**config.mk**
```make
export PLATFORM = sky130hd
export DESIGN_NAME = mcu_core_gen
export DESIGN_NICKNAME = d
export VERILOG_FILES = /design/src/rtl/mcu_core_gen.sv
export SDC_FILE = /design/constraint.sdc
export NUM_CORES = 1
export LEC_CHECK = 0
export CAP_MARGIN = 10
export CORE_MARGIN = 2
export CORE_UTILIZATION = 30
export CTS_CLUSTER_SIZE = 28
export DETAILED_ROUTE_END_ITERATION = 6
export GPL_TIMING_DRIVEN = 0
export PLACE_DENSITY_LB_ADDON = 0.15
export SETUP_SLACK_MARGIN = 0.1
export SLEW_MARGIN = 40
export SYNTH_ARGS = -nofsm -noshare
export SYNTH_HDL_FRONTEND = slang
export SYNTH_SLANG_ARGS = --single-unit
```
**constraint.sdc**
```tcl
create_clock -name clk -period 5.9 [get_ports clk]
set_input_delay 0.885 -clock clk [delete_from_list [all_inputs] [get_ports clk]]
set_output_delay 0.885 -clock clk [all_outputs]
set_load 0.05 [all_outputs]
```
**src/rtl/mcu_core_gen.sv**
```systemverilog
// mcu_core_gen: multi-cycle 4-state microcontroller core (IF -> FD -> EX -> RWB)
// for the 16-bit, 16-opcode instruction set, with DW-bit data and PW-bit PC.
// Optional macro MCU_CORE_MULDIV_EN: when defined, MUL and DIV are built;
// when undefined, opcodes 5 and 6 yield 0 (dz=0) and still write RF[RD].
// Handshake: none; imem_data must be stable at the clock edge that leaves IF.
module mcu_core_gen #(
   parameter int DW = 8,
   parameter int PW = 8
) (
   input  logic          clk,
   input  logic          reset,
   input  logic          en,
   output logic [PW-1:0] imem_addr,
   input  logic [15:0]   imem_data,
   output logic [1:0]    state,
   output logic [PW-1:0] pc,
   output logic [3:0]    opcode,
   output logic [DW-1:0] alu_out,
   output logic [DW-1:0] w_reg,
   output logic          cout,
   output logic          of,
   output logic          dz,
   output logic          halted
);

   localparam logic [1:0] S_IF  = 2'b00;
   localparam logic [1:0] S_FD  = 2'b01;
   localparam logic [1:0] S_EX  = 2'b10;
   localparam logic [1:0] S_RWB = 2'b11;

   localparam logic [3:0] OP_ADD  = 4'h1;
   localparam logic [3:0] OP_LDI  = 4'h2;
   localparam logic [3:0] OP_SUB  = 4'h3;
   localparam logic [3:0] OP_ADI  = 4'h4;
   localparam logic [3:0] OP_MUL  = 4'h5;
   localparam logic [3:0] OP_DIV  = 4'h6;
   localparam logic [3:0] OP_DEC  = 4'h7;
   localparam logic [3:0] OP_INC  = 4'h8;
   localparam logic [3:0] OP_NOR  = 4'h9;
   localparam logic [3:0] OP_NAND = 4'hA;
   localparam logic [3:0] OP_XOR  = 4'hB;
   localparam logic [3:0] OP_COMP = 4'hC;
   localparam logic [3:0] OP_CMPJ = 4'hD;
   localparam logic [3:0] OP_JMP  = 4'hE;
   localparam logic [3:0] OP_HLT  = 4'hF;

   localparam int DW1 = DW + 1;

   logic [15:0]   ir;
   logic [DW-1:0] a, b;
   logic [DW-1:0] rf [16];
   logic [1:0]    next_state;
   logic          load_ir, load_ops, load_res, retire;
   logic [DW-1:0] add_x, add_y, res;
   logic          add_cin, arith, res_dz, res_cout, res_of, writes;
   logic [DW:0]   add_sum;
   logic [PW-1:0] pc_next;

   assign opcode    = ir[15:12];
   assign imem_addr = pc;
   assign alu_out   = res;

   // State register: a halted core sits in IF because next_state never moves.
   always_ff @(posedge clk or posedge reset) begin
      if (reset) state <= S_IF;
      else       state <= next_state;
   end

   // Next-state: advance one phase per enabled edge unless halted.
   always_comb begin
      next_state = state;
      if (en && !halted) begin
         case (state)
            S_IF:    next_state = S_FD;
            S_FD:    next_state = S_EX;
            S_EX:    next_state = S_RWB;
            default: next_state = S_IF;
         endcase
      end
   end

   // FSM outputs: one load strobe per phase, only on an advancing edge.
   always_comb begin
      load_ir  = 1'b0;
      load_ops = 1'b0;
      load_res = 1'b0;
      retire   = 1'b0;
      if (en && !halted) begin
         case (state)
            S_IF:    load_ir  = 1'b1;
            S_FD:    load_ops = 1'b1;
            S_EX:    load_res = 1'b1;
            default: retire   = 1'b1;
         endcase
      end
   end

   // Shared adder operands; subtraction forms are X + ~Y + 1.
   always_comb begin
      add_x   = a;
      add_y   = b;
      add_cin = 1'b0;
      arith   = 1'b0;
      case (opcode)
         OP_ADD: arith = 1'b1;
         OP_SUB: begin add_y = ~b; add_cin = 1'b1; arith = 1'b1; end
         OP_ADI: begin add_y = DW'(ir[7:4]); arith = 1'b1; end
         OP_DEC: begin add_x = b; add_y = ~DW'(1); add_cin = 1'b1; arith = 1'b1; end
         OP_INC: begin add_x = b; add_y = DW'(1); arith = 1'b1; end
         default: ;
      endcase
   end

   assign add_sum  = {1'b0, add_x} + {1'b0, add_y} + DW1'(add_cin);
   assign res_cout = arith & add_sum[DW];
   assign res_of   = arith & (add_x[DW-1] == add_y[DW-1]) & (add_sum[DW-1] != add_x[DW-1]);

   // ALU result selection; divide-by-zero returns all-ones and raises dz.
   always_comb begin
      res    = '0;
      res_dz = 1'b0;
      case (opcode)
         OP_ADD, OP_SUB, OP_ADI, OP_DEC, OP_INC: res = add_sum[DW-1:0];
         OP_LDI:  res = DW'(ir[11:4]);
`ifdef MCU_CORE_MULDIV_EN
         OP_MUL:  res = a * b;
         OP_DIV: begin
            if (b == '0) begin
               res    = '1;
               res_dz = 1'b1;
            end else begin
               res = a / b;
            end
         end
`else
         OP_MUL, OP_DIV: res = '0;
`endif
         OP_NOR:  res = ~(a | b);
         OP_NAND: res = ~(a & b);
         OP_XOR:  res = a ^ b;
         OP_COMP: res = ~b;
         default: res = '0;
      endcase
   end

   assign writes = (opcode >= OP_ADD) && (opcode <= OP_COMP);

   // PC update chosen in RWB; all arithmetic wraps at PW bits.
   always_comb begin
      pc_next = pc + PW'(1);
      case (opcode)
         OP_JMP:  pc_next = PW'(ir[11:4]);
         OP_CMPJ: if (a >= b) pc_next = pc + PW'(ir[3:0]);
         OP_HLT:  pc_next = pc;
         default: ;
      endcase
   end

   // Datapath registers: each loads only on its own phase strobe.
   always_ff @(posedge clk or posedge reset) begin
      if (reset) begin
         pc     <= '0;
         ir     <= '0;
         a      <= '0;
         b      <= '0;
         w_reg  <= '0;
         cout   <= 1'b0;
         of     <= 1'b0;
         dz     <= 1'b0;
         halted <= 1'b0;
         for (int i = 0; i < 16; i++) rf[i] <= '0;
      end else begin
         if (load_ir) ir <= imem_data;
         if (load_ops) begin
            a <= rf[ir[11:8]];
            b <= rf[ir[7:4]];
         end
         if (load_res) begin
            w_reg <= res;
            cout  <= res_cout;
            of    <= res_of;
            dz    <= res_dz;
         end
         if (retire) begin
            pc <= pc_next;
            if (writes) rf[ir[3:0]] <= w_reg;
            if (opcode == OP_HLT) halted <= 1'b1;
         end
      end
   end

endmodule

```
Yosys cells after proc, flatten, opt, wreduce, memory -nomap -nowiden
Index checks and enable logic that the tools add are counted.
- bits in registers: 181
- bits in latches: 0
- memory bits (writable): 0
- bits in read-only memories: 0
- bits of input ports: 19
- logic and storage cells: 103
- memories kept: 0
- add/subtract/negate cells: 4
- $mul: 0
- divide/modulo/power cells: 0
- order comparisons: 7
- equal/unequal tests: 17
- shift-type cells: 0
- muxes and demuxes: 25
- bitwise operators: 13
- reduce and logical (&&, ||, !) cells: 12
- operators with widths (operator ; count):
    bitwise mux 128 bit ; 1
    binary-select mux 8 bit (select 4 bit) ; 2
    2-to-1 mux 8 bit ; 7
    case mux 8 bit (6 select lines) ; 1
    demux 8 bit (select 4 bit) ; 1
    == test 4 bit, second input constant ; 8
    case mux 8 bit (4 select lines) ; 1
    inverter 8 bit ; 3
    case mux 8 bit (3 select lines) ; 1
    greater-or-equal comparator 5 bit, second input constant ; 3
    inverter 4 -> 5 bit ; 3
    2-to-1 mux 1 bit ; 10
    adder 8 x 8 -> 9 bit ; 1
    adder 9 x 1 -> 9 bit ; 1
    adder 8 x 1 -> 8 bit, second input constant ; 1
    adder 8 x 4 -> 8 bit ; 1
    AND 8 bit ; 1
    == test 4 x 2 -> 1 bit, second input constant ; 2
    == test 4 x 3 -> 1 bit, second input constant ; 2
    greater-or-equal comparator 8 bit ; 1
    bitwise OR 8 bit ; 1
    XOR 8 bit ; 1
    case mux 2 bit (3 select lines) ; 1
    AND reduction 2 bit ; 3
    16 further kinds ; 21

Depth between registers and ports, before layout
- depth after elaboration: 7
- mapped depth: 16
- gate-level depth less buffers: 14

Worst setup path after synthesis
Ideal clock, no wire load.
- path kind: register to output
- start: register ir[15]
- end: output alu_out[6]
- arrival: 3981 ps
- slack: 1034 ps
- cell stages (with the launch flop): 14
- buffers on the path: 2
- cell sequence: dfrtp_1 buf_2 nor2b_1 o2bb2ai_1 clkbuf_1 o21ai_0 fa_1 inv_1 fa_1 nor2b_1 o21a_1 o21ai_0 a21oi_1 o31ai_1
- longest elaborated chain between the ends: 6
- elaborated cells between the ends (all ways): 19
- classes of those cells: 2 x add/sub; 10 x eq/ne; 4 x mux; 3 x reduce/logical
- RTL lines (element ; RTL line ; text):
    start: declaration ; 49 ; logic [15:0] ir;
    start signal: assignment ; 173 ; if (load_ir) ir <= imem_data;
    == test 4 x 3 -> 1 bit / == test 4 bit (equally long branches) ; 104, 122 ;
    OR reduction 2 bit (no line) ; -- ;
    2-to-1 mux 8 bit ; 104 ; case (opcode)
    adder 8 x 8 -> 9 bit ; 114 ; assign add_sum = {1'b0, add_x} + {1'b0, add_y} + DW1'(add_cin);
    adder 9 x 1 -> 9 bit ; 114 ;
    case mux 8 bit (6 select lines) (*) ; 122 ; case (opcode)
    end: declaration ; 18 ; output logic [DW-1:0] alu_out,
Every way passes the cells marked *; elsewhere a longest branch is shown, timed or not.

Final worst setup path
Same ends and word-level chain as after synthesis.

==> results.ini <==
[outcome]
status=finished clean

[clock_tree]
clk_pin_slew_ns=0.07
clock_path_buffers=2
clock_latency_ns=0.45
cts_tree=yes
cts_root_buffer=clkbuf_16
h-tree-depth=4
cts_inserted_buffers=17
ctsHoldBuffers=0
clock-sinks=181

[timing]
worstMarginPinSlew_ns=0.8838
max_freq_mhz=180.1
period_share=0.9412
finalHoldWorstSlack_ns=0.5000
min_period_ns=5.553
setup_viol=0
finalClockSkew_ns=0.01064
setup_ws_ns=0.3468
slew_viol_final=0
rsz0062_at_grt=true
hold_viol=0
max_slew_margin=0.4108
finalSetupTns_ns=0

[power_and_ir_drop]
p_clk_frac=0.163
combPwrFrac=0.563
ir_drop_mv=0.2365
pwr_density_cell_mw_per_mm2=567.7
p_sw_mw=3.510
seqPwrFrac=0.273
swShare=0.4689
internal-power_mw=3.976
finalPower_mw=7.487
p_leak_nw=5.841

[worst_setup_path]
crit_required_ns=5.02
start_kind=flip-flop
worstPathArrival_ns=4.67
critPathMaxFanout=10
criticalPathCategory=reg2out
cp-end-kind=primary output
crit_family=compound AO/OA/AOI/OAI gates
crit_buf_inv=4
path_cells=buf_2, nand2b_1, o2bb2ai_1, clkbuf_1, o21ai_0, fa_1, inv_1, fa_1, nor2b_1, o21a_1, o21ai_0, a21oi_1, o31ai_1, clkbuf_2
cp.depth=14
cp_slowest_cell=fa_1
ff2ff_path_depth=14
cpPeakStageDelay_ns=0.49

[floorplan]
design.die.area_mm2=0.03874
die_x_um=196.8
core_mm2=0.03661
fp.dieH_um=196.8
pin_count=61
start_util=0.3046
rows=70

[final_layout]
top_register=rf
layout.nets=1036
fill_cells=3620
most-common-layout-cells=181 x dfrtp_1, 168 x mux2_2, 80 x mux4_2, 54 x nand2_1, 54 x clkdlybuf4s50_1
multi_input_area_mm2=0.006206
area_delta_synth_final_pct=18.25
reg_top3=rf: 128 flops, ir: 16 flops
antenna_cells=0
drive_gt1_frac=0.3587
utilization=0.3603
final_cells=1455
seqCellArea_mm2=0.004529
largest_reg_flops=128
layout_commonest_cell=dfrtp_1
finalInstanceArea_mm2=0.01319

[detailed_routing]
drc=0
first_iter_violations=510
via_count=7743
first_pass_iters=5
post_drt_wl_per_cell_um=23.90
via_per_inst=5.322
antenna_left=0
drt-total-wl_um=34780

[global_routing]
grt_pass1_wl_um=52460
first_global_vias=7894
grt_usage=0.1859
grt_max_degree=24
antenna_found_initial=0
overflow=0

[synthesis]
syn_inst=887
ys_async_sr_fraction=1.000
synth_flop_cell=dfrtp_1
synth_cell_types=74
synth-seq-cells=181
yosysSeqAreaShare=0.4061
syn_area_per_cell_um2=12.57
syn-cell-area_mm2=0.01115
synth_nets=949
yosys_warnings=0
synth_edf_count=0

[placement]
portBuffers=59
dpl.cell_count=1423
gp_congestion=0.9012
dp_slack_ns=0.1316
dpl_cell_area_mm2=0.01255
place_hpwl_um=25260

[job]
cap_violations=0

[min_path]
hold_depth=2
hp-class=reg2reg

-- tightest hold or removal path, stage by stage (launching register included) --
cell and delay [ns]:
dfrtp_1 0.36, a21oi_1 0.06, nand2_1 0.05
-- metal layers --
layer	vias to the layer above	part of all wire	global-route usage
met1	4030	0.44	0.2502
met3	36	0.041	0.02652
met2	164	0.49	0.3082
met5	-	0	0
met4	0	0.026	0.06238
li1	3513	-	-
-- area by class of cell --
class | instances | area share
tap | 468 | 0.04440
multi-input combinational | 612 | 0.4705
sequential | 181 | 0.3434
buffer | 66 | 0.02628
inverter | 28 | 0.008253
clock buffer | 17 | 0.03226
timing repair buffer | 68 | 0.05967
clock inverter | 15 | 0.01518
-- cell usage after synthesis (all sizes together) (3+ instances only) --
| library cell | count | area (µm²) |
|---|---|---|
| mux2 | 169 | 1903 |
| mux2i | 8 | 80.08 |
| nor3 | 7 | 51.30 |
| clkbuf | 29 | 108.9 |
| a21oi | 34 | 170.2 |
| dfrtp | 181 | 4529 |
| and2 | 3 | 21.27 |
| o21a | 4 | 30.03 |
| o211ai | 6 | 45.04 |
| o21ai | 32 | 163.9 |
| o22ai | 5 | 31.28 |
| ha | 40 | 500.5 |
| a221oi | 3 | 26.28 |
| nor2 | 46 | 202.7 |
| and3 | 4 | 25.02 |
| inv | 28 | 105.1 |
| nand3b | 3 | 22.52 |
| nor2b | 11 | 68.82 |
| a2111oi | 4 | 41.29 |
| a21o | 7 | 52.55 |
| nand2b | 11 | 68.82 |
| xnor2 | 6 | 52.55 |
| o221ai | 5 | 43.79 |
| nand2 | 57 | 221.5 |
| fa | 3 | 60.06 |
| mux4 | 80 | 1802 |
| nand3 | 10 | 55.05 |
| buf | 37 | 224.0 |
| a211oi | 3 | 22.52 |
| or3 | 6 | 37.54 |
| xor2 | 3 | 26.28 |
| a221o | 3 | 30.03 |
-- power by group through the flow --
stage	Combinational, mW	Clock (mW)	Sequential (mW)
floorplan	2.83	0	2.08
global placement	4.20	0	2.06
detailed placement	4.24	0	2.07
CTS	4.25	1.26	2.05
global route	4.53	1.31	2.12
finish	4.22	1.22	2.05
-- logic make-up (layout without fill, tap and decap cells) --
| family | count (synthesis) | count (layout) | synth area share |
|---|---|---|---|
| xor gates and xnor gates | 9 | 9 | 0.007068 |
| muxes | 257 | 257 | 0.3394 |
| DFF | 181 | 181 | 0.4061 |
| buffers and inverters | 94 | 194 | 0.03926 |
| and+or+nand+nor | 167 | 167 | 0.07606 |
| AOI/OAI and AO/OA | 135 | 135 | 0.08156 |
| other | 1 | 1 | 0.0003362 |
| adders and majority gates | 43 | 43 | 0.05026 |
-- final timing paths --
check,startpoint,to,slack (ns)
setup / recovery,ir[15]$_DFFE_PP0P_,alu_out[6],0.35
hold / removal,cout$_DFFE_PP0P_,cout$_DFFE_PP0P_,0.50
setup reg to reg,ir[15]$_DFFE_PP0P_,w_reg[6]$_DFFE_PP0P_,1.82
hold reg to reg,cout$_DFFE_PP0P_,cout$_DFFE_PP0P_,0.50
max in group asynchronous,reset,rf[24]$_DFFE_PP0P_,4.31
min in group asynchronous,reset,rf[53]$_DFFE_PP0P_,0.67
-- what timing repair did --
action,CTS,global route
endpoints found under the setup margin,4,5
gates resized for setup,5,10
buffers inserted,0,0
Power figures use the tool's default switching activity.
